--- src/rtl/map_loader.sv ---
// Writes the 160x90 4-bit palette map RAM from a packed byte stream (two pixels per byte) or a solid-colour fill.
// Latency: a write appears one cycle after its byte handshake (low nibble) and the cycle after that (high nibble); fill writes one pixel per cycle.
// Backpressure: data_ready_out is high only in LOAD phase 0, so at most one byte every two cycles is accepted; bytes outside LOAD are never consumed.
module map_loader #(
    parameter int WIDTH    = 160,
    parameter int HEIGHT   = 90,
    parameter int PIX_BITS = 4
) (
    input  logic                              pixel_clk_in,
    input  logic                              rst_in,
    input  logic                              start_in,
    input  logic                              fill_in,
    input  logic [PIX_BITS-1:0]               fill_color_in,
    input  logic                              abort_in,
    input  logic [7:0]                        data_in,
    input  logic                              data_valid_in,
    output logic                              data_ready_out,
    output logic                              wr_en_out,
    output logic [$clog2(WIDTH*HEIGHT)-1:0]   wr_addr_out,
    output logic [PIX_BITS-1:0]               wr_data_out,
    output logic                              busy_out,
    output logic                              done_out
);

    localparam int NPIX   = WIDTH * HEIGHT;
    localparam int ADDR_W = $clog2(NPIX);
    localparam logic [ADDR_W-1:0] LAST_ADDR = ADDR_W'(NPIX - 1);

    typedef enum logic [1:0] {
        S_IDLE = 2'd0,
        S_LOAD = 2'd1,
        S_FILL = 2'd2,
        S_DONE = 2'd3
    } state_t;

    state_t              state_q, state_d;
    logic                phase_q, phase_d;
    logic [ADDR_W-1:0]   cnt_q, cnt_d;
    logic [PIX_BITS-1:0] color_q, color_d;
    logic [PIX_BITS-1:0] hold_q, hold_d;
    logic                wr_en_q, wr_en_d;
    logic [ADDR_W-1:0]   wr_addr_q, wr_addr_d;
    logic [PIX_BITS-1:0] wr_data_q, wr_data_d;
    logic                busy_q, busy_d;
    logic                done_q, done_d;

    // Ready is combinational so the upstream sees it in the same cycle as the state it depends on.
    assign data_ready_out = (state_q == S_LOAD) && !phase_q;
    assign wr_en_out      = wr_en_q;
    assign wr_addr_out    = wr_addr_q;
    assign wr_data_out    = wr_data_q;
    assign busy_out       = busy_q;
    assign done_out       = done_q;

    // State, counters and registered outputs; reset returns everything to zero/IDLE immediately.
    always_ff @(posedge pixel_clk_in or posedge rst_in) begin
        if (rst_in) begin
            state_q   <= S_IDLE;
            phase_q   <= 1'b0;
            cnt_q     <= '0;
            color_q   <= '0;
            hold_q    <= '0;
            wr_en_q   <= 1'b0;
            wr_addr_q <= '0;
            wr_data_q <= '0;
            busy_q    <= 1'b0;
            done_q    <= 1'b0;
        end else begin
            state_q   <= state_d;
            phase_q   <= phase_d;
            cnt_q     <= cnt_d;
            color_q   <= color_d;
            hold_q    <= hold_d;
            wr_en_q   <= wr_en_d;
            wr_addr_q <= wr_addr_d;
            wr_data_q <= wr_data_d;
            busy_q    <= busy_d;
            done_q    <= done_d;
        end
    end

    // Next-state and next-output decode; write enable and done default low so they only pulse when issued.
    always_comb begin
        state_d   = state_q;
        phase_d   = phase_q;
        cnt_d     = cnt_q;
        color_d   = color_q;
        hold_d    = hold_q;
        wr_en_d   = 1'b0;
        wr_addr_d = wr_addr_q;
        wr_data_d = wr_data_q;
        done_d    = 1'b0;

        case (state_q)
            S_IDLE: begin
                // Fill takes priority so a clear cannot be lost to a coincident load request.
                if (fill_in) begin
                    state_d = S_FILL;
                    cnt_d   = '0;
                    color_d = fill_color_in;
                end else if (start_in) begin
                    state_d = S_LOAD;
                    cnt_d   = '0;
                    phase_d = 1'b0;
                end
            end

            S_FILL: begin
                if (abort_in) begin
                    state_d = S_IDLE;
                    phase_d = 1'b0;
                    cnt_d   = '0;
                end else begin
                    wr_en_d   = 1'b1;
                    wr_addr_d = cnt_q;
                    wr_data_d = color_q;
                    cnt_d     = cnt_q + ADDR_W'(1);
                    if (cnt_q == LAST_ADDR) begin
                        state_d = S_DONE;
                    end
                end
            end

            S_LOAD: begin
                if (abort_in) begin
                    // Any held high nibble is simply discarded.
                    state_d = S_IDLE;
                    phase_d = 1'b0;
                    cnt_d   = '0;
                end else if (phase_q) begin
                    wr_en_d   = 1'b1;
                    wr_addr_d = cnt_q;
                    wr_data_d = hold_q;
                    cnt_d     = cnt_q + ADDR_W'(1);
                    phase_d   = 1'b0;
                    if (cnt_q == LAST_ADDR) begin
                        state_d = S_DONE;
                    end
                end else if (data_valid_in) begin
                    wr_en_d   = 1'b1;
                    wr_addr_d = cnt_q;
                    wr_data_d = PIX_BITS'(data_in[3:0]);
                    hold_d    = PIX_BITS'(data_in[7:4]);
                    cnt_d     = cnt_q + ADDR_W'(1);
                    phase_d   = 1'b1;
                end
            end

            S_DONE: begin
                done_d  = 1'b1;
                state_d = S_IDLE;
            end

            default: begin
                state_d = S_IDLE;
            end
        endcase

        busy_d = (state_d == S_LOAD) || (state_d == S_FILL);
    end

endmodule

--- config.mk ---
export PLATFORM = sky130hd
export DESIGN_NAME = map_loader
export DESIGN_NICKNAME = d
export VERILOG_FILES = /design/src/rtl/map_loader.sv
export SDC_FILE = /design/constraint.sdc
export NUM_CORES = 1
export LEC_CHECK = 0
export ABC_AREA = 0
export CAP_MARGIN = 20
export CORE_MARGIN = 2
export CORE_UTILIZATION = 35
export CTS_CLUSTER_DIAMETER = 30
export CTS_CLUSTER_SIZE = 20
export DETAILED_ROUTE_END_ITERATION = 10
export PLACE_DENSITY = 0.6
export SYNTH_ARGS = -nofsm -noshare
export SYNTH_HDL_FRONTEND = slang
export SYNTH_SLANG_ARGS = --single-unit
--- constraint.sdc ---
create_clock -name pixel_clk_in -period 2 [get_ports pixel_clk_in]
set_input_delay 0.3 -clock pixel_clk_in [delete_from_list [all_inputs] [get_ports pixel_clk_in]]
set_output_delay 0.3 -clock pixel_clk_in [all_outputs]
set_load 0.05 [all_outputs]
## Yosys cells after proc, flatten, opt, wreduce, memory -nomap -nowiden

Cells that the tools add are included.

| word-level totals | value |
|---|---|
| output and inout port bits | 22 |
| input bits | 18 |
| logic and storage cells | 74 |
| register bits after elaboration | 46 |

| cells by class | value |
|---|---|
| eq/ne operators | 14 |
| bitwise gates (word level) | 2 |
| $add $sub $neg | 1 |
| multiplexer cells | 36 |
| reduce and logical (&&, ||, !) cells | 11 |

Operator list:

| operator | number |
|---|---|
| $mux W14 | 10 |
| $pmux W14 S3 | 1 |
| $pmux W14 S2 | 1 |
| $mux W4 | 4 |
| $add A14 B1 Y14 const B | 1 |
| $eq A14 B14 Y1 const B | 1 |
| $mux W2 | 6 |
| $reduce_and A4 Y1 | 3 |
| $mux W1 | 10 |
| $ne A2 B2 Y1 const B | 5 |
| $pmux W2 S4 | 1 |
| $pmux W4 S2 | 1 |
| $eq A2 B2 Y1 const B | 3 |
| $ne A3 B3 Y1 const B | 2 |
| $eq A2 B1 Y1 const B | 2 |
| $ne A4 B4 Y1 const B | 1 |
| $pmux W1 S3 | 1 |
| $reduce_and A3 Y1 | 1 |
| $reduce_bool A3 Y1 | 1 |
| $logic_not A2 Y1 | 1 |
| $not A1 Y1 | 2 |
| $pmux W1 S2 | 1 |
| $reduce_and A2 Y1 | 1 |
| $reduce_bool A2 Y1 | 1 |
| other kinds (3) | 3 |

## Depth between registers and ports, before layout

Gate-level depths: netlist (run 1).

| logic depth | value |
|---|---|
| depth in word-level cells | 7 |
| gate-level depth with buffers | 7 |
| mapped depth without buffers | 6 |

## Worst setup path after synthesis (run 1)

OpenSTA, ideal clock, no wires.

| timing path | value |
|---|---|
| path kind | register to register |
| start point | register state_q[1] |
| end point | register hold_q[0] |
| period minus slack after synthesis | 2.344 ns |
| data arrival time | 2.219 ns |
| path buffers | 1 |
| stages on the path, launching flop included | 7 |
| path slack | -0.344 ns |
| required time | 1.875 ns |
| library setup time | 0.125 ns |
| cells stage by stage | dfrtp_1 -> inv_1 -> ha_1 -> nor2b_1 -> and3b_1 -> clkbuf_1 -> mux2_2 |

| on the way | value |
|---|---|
| longest elaborated chain between the ends | 2 |

Ends and longest elaborated chain:

| what | line | text |
|---|---|---|
| start, declared | 36 | `state_t state_q, state_d;` |
| start signal, assigned | 69 | `state_q <= state_d;` |
| $eq A2 B1 Y1 | 94 | `case (state_q)` |
| $reduce_and A4 Y1 (no source line) | n/a |  |
| end signal, assigned | 73 | `hold_q <= hold_d;` |
| end, declared | 40 | `logic [PIX_BITS-1:0] hold_q, hold_d;` |

No other way between the ends.
A chain may end at the register's enable or synchronous reset.

## Final worst setup path (run 1)

| timing path | value |
|---|---|
| start point | register state_q[1] |
| end point | register cnt_q[13] |

| on the way | value |
|---|---|
| longest elaborated chain between the ends | 3 |
| elaborated cells between the ends (all ways) | 8 |
| those cells by class | eq/ne: 4; mux: 1; reduce/logical: 3 |

Ends and longest elaborated chain:

| what | line | text |
|---|---|---|
| $eq A2 B1 Y1, or another cell as far along | 94 |  |
| $ne A4 B4 Y1 (no source line), or another cell as far along | n/a |  |
| $reduce_and A3 Y1 (no source line) | n/a |  |
| end signal, assigned | 71 | `cnt_q <= cnt_d;` |
| end, declared | 38 | `logic [ADDR_W-1:0] cnt_q, cnt_d;` |

Several ways; a longest one is shown, not always the timed one.

==> reports/results.md, run 1 <==
| Parameter | This run | Unit |
| --- | --- | --- |
| Final setup violating endpoints | 0 | - |
| GRT Total Usage | 14.8 | % |
| Unrepaired setup endpoints after global routing | false | - |
| Highest fanout seen on the critical path | 10 | - |
| Final estimated routing congestion in global placement | 0.835 | - |
| Final core utilization | 46.0 | % |
| Final net count | 303 | - |
| Type of the most critical hold path | in -> async | - |
| Area fraction of the dominant cell type after synthesis | 51.2 | % |
| Total clock sinks | 46 | - |
| Fraction of final layout cells sized beyond drive strength 1 | 13.2 | % |
| Relative contribution of combinational cells to total power | 40.4 | % |
| Dominant cell type by area after synthesis | sky130_fd_sc_hd__dfrtp_1 | - |
| Most common flop cell mapped by yosys | sky130_fd_sc_hd__dfrtp_1 | - |
| Post-Route WL | 4690 | µm |
| Dpl cells | 350 | - |
| Data arrival, critical path | 2.11 | ns |
| Number of cell rows | 29 | - |
| Remaining design rule violation count | 0 | - |
| H-Tree Depth | 2 | - |
| Worst slew margin relative to its limit | 61.9 | % |
| Clk root buf | sky130_fd_sc_hd__clkbuf_8 | - |
| Placed Area | 2800 | µm² |
| Startpoint type of the worst setup path | register | - |
| N_diodes | 0 | - |
| Netlist area before placement | 2250 | µm² |
| Vias | 1746 | - |
| Number of standard cells in the final layout excluding fillers | 358 | - |
| Synthesis warning total | 0 | - |
| Number of enable-type register cells in the synthesized netlist | 0 | - |
| Boundary pin count | 40 | - |
| Clock latency on the worst-skew pair | 0.30 | ns |
| Placement-stage worst setup slack | 0.116 | ns |
| Final count of pins violating max slew | 0 | - |
| Biggest area contributors in the synthesized netlist | sky130_fd_sc_hd__dfrtp_1 (51%), sky130_fd_sc_hd__nand2_1 (10%), sky130_fd_sc_hd__o21ai_0 (5.6%) | - |
| Wire length of the first global-routing pass | 8610 | µm |
| Switching pwr | 1.16 | mW |
| Classification of the worst setup path | reg -> reg | - |
| Req. time, crit path | 2.23 | ns |
| Slew at the pin closest to its max-slew limit | 0.563 | ns |
| Share of total power consumed by net switching | 38.0 | % |
| Core region area | 6280 | µm² |
| Number of maximum-capacitance violations | 0 | - |
| GRT Residual Overflow | 0 | - |
| Sequential fraction of design power | 40.5 | % |
| Internal power | 1.89 | mW |
| Y dimension of the die | 84.2 | µm |
| Mean number of vias per cell | 4.88 | - |
| Buffers from clock root to sink, at most | 2 | - |
| Ys async rst share | 100 | % |
| Total Power | 3.05 | mW |
| Number of nets in the synthesized netlist | 255 | - |
| Synthesized netlist cell count | 232 | - |
| Dpl hpwl | 3440 | µm |
| Pin count of the biggest net entering global routing | 29 | - |
| Endpoint type of the worst setup path | register | - |
| Worst hold margin | 0.312 | ns |
| Routed Antenna Nets | 0 | - |
| Worst supply voltage drop on vdd | 0.439 | mV |
| PortBufs | 39 | - |
| Setup fix buffers added after clock tree synthesis | 0 | - |
| Reported leakage power | 1.28 | nW |
| Layout-stage area growth over the synthesis result | 28.5 | % |
| Antenna violations before repair | 0 | - |
| Number of endpoints with negative hold slack in the final report | 0 | - |
| Cell Pwr Density | 1050 | nW/µm² |
| Clock network power share | 19.2 | % |
| Final clock period utilization by the worst path | 93.9 | % |
| Commonest cells in the synthesized netlist | sky130_fd_sc_hd__nand2_1 (62), sky130_fd_sc_hd__dfrtp_1 (46), sky130_fd_sc_hd__o21ai_0 (25) | - |
| Via count of the first global-routing pass | 1794 | - |
| Horizontal extent of the die | 84.2 | µm |
| CTS tree | done | - |
| Full die area | 7080 | µm² |
| Number of buffers added by the clock tree synthesis step | 5 | - |
| Most frequently used cell type in the post-synthesis netlist | sky130_fd_sc_hd__nand2_1 | - |
| First-iteration detailed-routing DRC count | 121 | - |
| Final total negative setup slack | 0 | ns |
| Design Area, Final | 2890 | µm² |
| Clock slew at the register clock pins of the worst setup and hold paths | 0.09 | ns |
| Number of register bits inferred by synthesis | 46 | - |
| Initial core utilization | 35.8 | % |
| Layout fillers | 617 | - |
| Average wire length per cell after detail routing | 13.1 | µm |
| Status | finished clean | - |
| Fin Clk Skew | 0.00772 | ns |
| Final critical-path required period | 1.88 | ns |
| Achievable Freq | 533 | MHz |
| Share of the yosys chip area belonging to registers | 51.2 | % |
| Detailed Routing Iterations Pass 1 | 4 | - |
| Avg Cell Area, Syn | 9.69 | µm² |
| Fin worst setup slack | 0.123 | ns |
| Post-synthesis cell type count | 40 | - |
## critical path: stages (launching register included)
cell	delay [ns]
sky130_fd_sc_hd__dfrtp_1	0.44
sky130_fd_sc_hd__inv_1	0.09
sky130_fd_sc_hd__ha_1	0.24
sky130_fd_sc_hd__or3b_4	0.30
sky130_fd_sc_hd__nand3_4	0.12
sky130_fd_sc_hd__or4_1	0.53
sky130_fd_sc_hd__nand3_1	0.09
## cells by family (layout without fill, tap and decap cells)
kind of cell	count (synthesis)	in the layout	share of synthesized area, %
simple gates	107	107	24.8
xor+xnor	2	2	0.779
flops	46	46	51.2
buf+inv	13	62	2.62
mux	13	13	6.29
compound gates	46	46	11.6
fa+ha+maj	5	5	2.78
## per-layer routing
metal / part of all wire (%) / up-vias / track usage, %
met3: 2.9 / 4 / 2.85
li1: - / 889 / -
met5: 0 / - / 0
met2: 46 / 27 / 23.2
met1: 49 / 826 / 20.7
met4: 1.4 / 0 / 5.28
## path summary, 6_finish.rpt
kind,cells after the start,end,startpoint,slack (ns)
worst min register to register,2,wr_addr_out[9]$_DFFE_PP0P_,wr_addr_out[9]$_DFFE_PP0P_,0.48
worst max register to register,6,cnt_q[13]$_DFFE_PP0P_,state_q[1]$_DFF_PP0_,0.12
max in group asynchronous,3,state_q[0]$_DFF_PP0_,rst_in,1.18
min in group pixel_clk_in,2,wr_addr_out[9]$_DFFE_PP0P_,wr_addr_out[9]$_DFFE_PP0P_,0.48
worst max-delay path,6,cnt_q[13]$_DFFE_PP0P_,state_q[1]$_DFF_PP0_,0.12
worst min-delay path,2,wr_addr_out[11]$_DFFE_PP0P_,rst_in,0.31
## power groups by stage
stage / clock network, mW / registers, mW / logic [mW]
6_report: 0.584 / 1.23 / 1.23
5_1_grt: 0.645 / 1.26 / 1.35
4_1_cts: 0.599 / 1.23 / 1.24
3_5_place_dp: 0 / 1.25 / 1.24
3_3_place_gp: 0 / 1.25 / 1.23
2_1_floorplan: 0 / 1.48 / 0.587
## area by class of cell
type / instances / area (µm²) / share of cell area [%]
Clock buffer: 7 / 86.3 / 2.99
Multi-Input combinational cell: 173 / 1050 / 36.2
Inverter: 6 / 22.5 / 0.780
Tap cell: 77 / 96.3 / 3.33
Timing Repair Buffer: 48 / 480 / 16.6
Sequential cell: 46 / 1150 / 39.9
Clock inverter: 1 / 5.00 / 0.173
## state kept, by name, indices dropped and copies added (netlist names)
register,cells
cnt_q,14
wr_addr_out,14
color_q,4
hold_q,4
wr_data_out,4
state_q,2
busy_out,1
done_out,1
phase_q,1
wr_en_out,1
## cell usage in the layout (no fill, tap or decap), types with 3 or more instances in the layout
master / count
sky130_fd_sc_hd__inv_1: 5
sky130_fd_sc_hd__ha_1: 5
sky130_fd_sc_hd__or3_1: 7
sky130_fd_sc_hd__clkbuf_8: 6
sky130_fd_sc_hd__mux2i_1: 4
sky130_fd_sc_hd__dfrtp_1: 45
sky130_fd_sc_hd__mux2_2: 9
sky130_fd_sc_hd__nand2_1: 62
sky130_fd_sc_hd__o21a_1: 3
sky130_fd_sc_hd__nor2b_1: 3
sky130_fd_sc_hd__o21ai_0: 25
sky130_fd_sc_hd__nand2b_1: 4
sky130_fd_sc_hd__o21ai_1: 3
sky130_fd_sc_hd__clkdlybuf4s50_1: 38
sky130_fd_sc_hd__nand3_1: 5
sky130_fd_sc_hd__buf_4: 8
sky130_fd_sc_hd__a21oi_1: 9
sky130_fd_sc_hd__nor2_1: 5
## timing repair
action / in CTS / in global routing
setup endpoints to repair: 0 / 7
hold endpoints to repair: 0 / 0
hold buffers: 0 / 0
resized for setup: 0 / 1
No activity file was read; power rests on OpenSTA's default activity.
==> run 2: changes to the inputs <==
- CORE_MARGIN: 2 -> 4
==> run 2 against run 1 <==
Net effect:
- flip-flop and latch count did not move
- clock skew fell by 0.0025 ns
- total power hardly changed
- critical path type unchanged
- highest routed layer unchanged
==> reports/results.md, run 2 (same netlist as run 1, synthesis figures left out) <==
| Parameter | This run | Unit | vs previous |
| --- | --- | --- | --- |
| Highest fanout seen on the critical path | 10 | - | unchanged |
| Initial core utilization | 37.1 | % | +1.3 points |
| Worst supply voltage drop on vdd | 0.570 | mV | +30% |
| Top library cells by usage in the layout, fill and taps aside | sky130_fd_sc_hd__nand2_1 (62), sky130_fd_sc_hd__dfrtp_1 (45), sky130_fd_sc_hd__clkdlybuf4s50_1 (38) | - |  |
| Remaining design rule violation count | 0 | - | unchanged |
| Worst hold margin | 0.310 | ns | -0.00122 ns |
| Final net count | 302 | - | -0.33% |
| Cell with the biggest individual delay on the critical path | sky130_fd_sc_hd__or4_1 | - |  |
| Endpoint type of the worst setup path | register | - |  |
| Detailed Routing Iterations Pass 1 | 5 | - | +1 |
| Unrepaired setup endpoints after global routing | false | - |  |
| Number of maximum-capacitance violations | 0 | - | unchanged |
| Clock slew at the register clock pins of the worst setup and hold paths | 0.08 | ns | about the same |
| Mean number of vias per cell | 4.99 | - | +2.3% |
| Worst slew margin relative to its limit | 56.8 | % | -5.2 points |
| Startpoint type of the worst setup path | register | - |  |
| Final clock period utilization by the worst path | 93.5 | % | -0.33 points |
| Boundary pin count | 40 | - | unchanged |
| Reported leakage power | 1.28 | nW | -0.22% |
| Number of cell rows | 28 | - | -3.4% |
| Fraction of final layout cells sized beyond drive strength 1 | 12.9 | % | -0.26 points |
| Classification of the worst setup path | reg -> reg | - |  |
| Final core utilization | 47.5 | % | +1.5 points |
| Clk root buf | sky130_fd_sc_hd__clkbuf_8 | - |  |
| Cell Pwr Density | 1060 | nW/µm² | +0.27% |
| First-iteration detailed-routing DRC count | 84 | - | -31% |
| Post-Route WL | 5080 | µm | +8.2% |
| Core region area | 6060 | µm² | -3.4% |
| Full die area | 7770 | µm² | +9.7% |
| N_diodes | 0 | - | unchanged |
| Setup fix buffers added after clock tree synthesis | 0 | - | unchanged |
| Antenna violations before repair | 0 | - | unchanged |
| GRT Total Usage | 14.9 | % | +0.040 points |
| PortBufs | 39 | - | unchanged |
| GRT Residual Overflow | 0 | - | unchanged |
| Final critical-path required period | 1.87 | ns | -0.00661 ns |
| Horizontal extent of the die | 88.2 | µm | +4.8% |
| Gate family responsible for the most delay along the worst path | simple AND/OR/NAND/NOR gates | - |  |
| Final count of pins violating max slew | 0 | - | unchanged |
| WP buf/inv | 1 | - | unchanged |
| Largest stage delay on the critical path | 0.53 | ns | about the same |
| Pin count of the biggest net entering global routing | 30 | - | +3.4% |
| Dpl hpwl | 3830 | µm | +11% |
| Slew at the pin closest to its max-slew limit | 0.639 | ns | +0.0762 ns |
| Final setup violating endpoints | 0 | - | unchanged |
| Achievable Freq | 535 | MHz | +0.35% |
| Total clock sinks | 46 | - | unchanged |
| Average wire length per cell after detail routing | 14.3 | µm | +9.4% |
| Via count of the first global-routing pass | 1822 | - | +1.6% |
| Vias | 1767 | - | +1.2% |
| Final total negative setup slack | 0 | ns | unchanged |
| CP Cell Sequence | inv_1 -> ha_1 -> or3b_4 -> nand3_4 -> or4_1 -> nand3_1 | - |  |
| Commonest non-fill, non-tap cell in the layout | sky130_fd_sc_hd__nand2_1 | - |  |
| Type of the most critical hold path | in -> async | - |  |
| Clock latency on the worst-skew pair | 0.29 | ns | about the same |
| Layout-stage area growth over the synthesis result | 28.0 | % |  |
| Final estimated routing congestion in global placement | 0.759 | - | -9.2% |
| H-Tree Depth | 2 | - | unchanged |
| Fin Clk Skew | 0.00525 | ns | -0.00248 ns |
| Req. time, crit path | 2.23 | ns | about the same |
| Dpl cells | 347 | - | -0.86% |
| Number of endpoints with negative hold slack in the final report | 0 | - | unchanged |
| Number of standard cells in the final layout excluding fillers | 354 | - | -1.1% |
| Number of buffers added by the clock tree synthesis step | 5 | - | unchanged |
| Wire length of the first global-routing pass | 9060 | µm | +5.2% |
| Total Power | 3.04 | mW | about the same |
| Data arrival, critical path | 2.10 | ns | about the same |
| Status | finished clean | - |  |
| CTS tree | done | - |  |
| Y dimension of the die | 88.2 | µm | +4.8% |
| Routed Antenna Nets | 0 | - | unchanged |
| Buffers from clock root to sink, at most | 2 | - | unchanged |
run 2: changes by cell type in the layout (fill, tap and decap cells not counted), sizes merged:
cell | before | now
buf | 10 | 9
clkbuf | 7 | 5
clkinv | 1 | 2
run 2: routing by layer:
layer  GRT usage [%]  vias to the layer above  routed length (µm)
met5               0                        -                   0
met2            23.7                       31                2440
met1            20.8                      839                2430
li1                -                      892                   -
met4            4.12                        0                  68
met3            2.82                        5                 142
run 2: layout make-up:
class | count | area [µm²]
Sequential cell | 46 | 1150
Clock buffer | 5 | 68.8
Timing Repair Buffer | 47 | 485
Tap cell | 75 | 93.8
Inverter | 6 | 22.5
Multi-Input combinational cell | 173 | 1050
Clock inverter | 2 | 10.0
Fill cell | 586 | 3180
run 2: power by group:
| group | leakage (nW) | total, mW | switching [mW] | internal, mW |
|---|---|---|---|---|
| logic | 0.619 | 1.28 | 0.772 | 0.511 |
| clock network | 0.0438 | 0.538 | 0.303 | 0.235 |
| registers | 0.613 | 1.22 | 0.106 | 1.12 |
run 2: final timing paths:
path | startpoint | endpoint | slack [ns] | cells past startpoint
min in group pixel_clk_in | wr_addr_out[11]$_DFFE_PP0P_ | wr_addr_out[11]$_DFFE_PP0P_ | 0.48 | 2
min reg2reg | wr_addr_out[11]$_DFFE_PP0P_ | wr_addr_out[11]$_DFFE_PP0P_ | 0.48 | 2
max in group asynchronous | rst_in | wr_addr_out[0]$_DFFE_PP0P_ | 1.19 | 3
min | rst_in | color_q[1]$_DFFE_PP0P_ | 0.31 | 2
max | state_q[0]$_DFF_PP0_ | cnt_q[13]$_DFFE_PP0P_ | 0.13 | 6
max reg2reg | state_q[0]$_DFF_PP0_ | cnt_q[13]$_DFFE_PP0P_ | 0.13 | 6
run 2: worst register-to-register path: cells and delay by family (launching register included):
kind          cells  cell delay [ns]
buf+inv           1             0.07
fa+ha+maj         1             0.26
flops             1             0.42
simple gates      4             1.06
run 2: per-stage QoR:
| step | setup WS [ns] | area, µm² |
|---|---|---|
| detailed placement | 0.115 | 2800 |
| global route | 0.0496 | 2880 |
| CTS | 0.0975 | 2880 |
| finish | 0.130 | 2880 |
| floorplan | 0.117 | 2260 |
| global placement | 0.139 | 2800 |
run 2: what timing repair did:
| item | 4_1_cts | 5_1_grt |
|---|---|---|
| hold endpoints to repair | 0 | 0 |
| endpoints found under the setup margin | 0 | 2 |
| resized for setup | 0 | 1 |
| hold buffers | 0 | 0 |
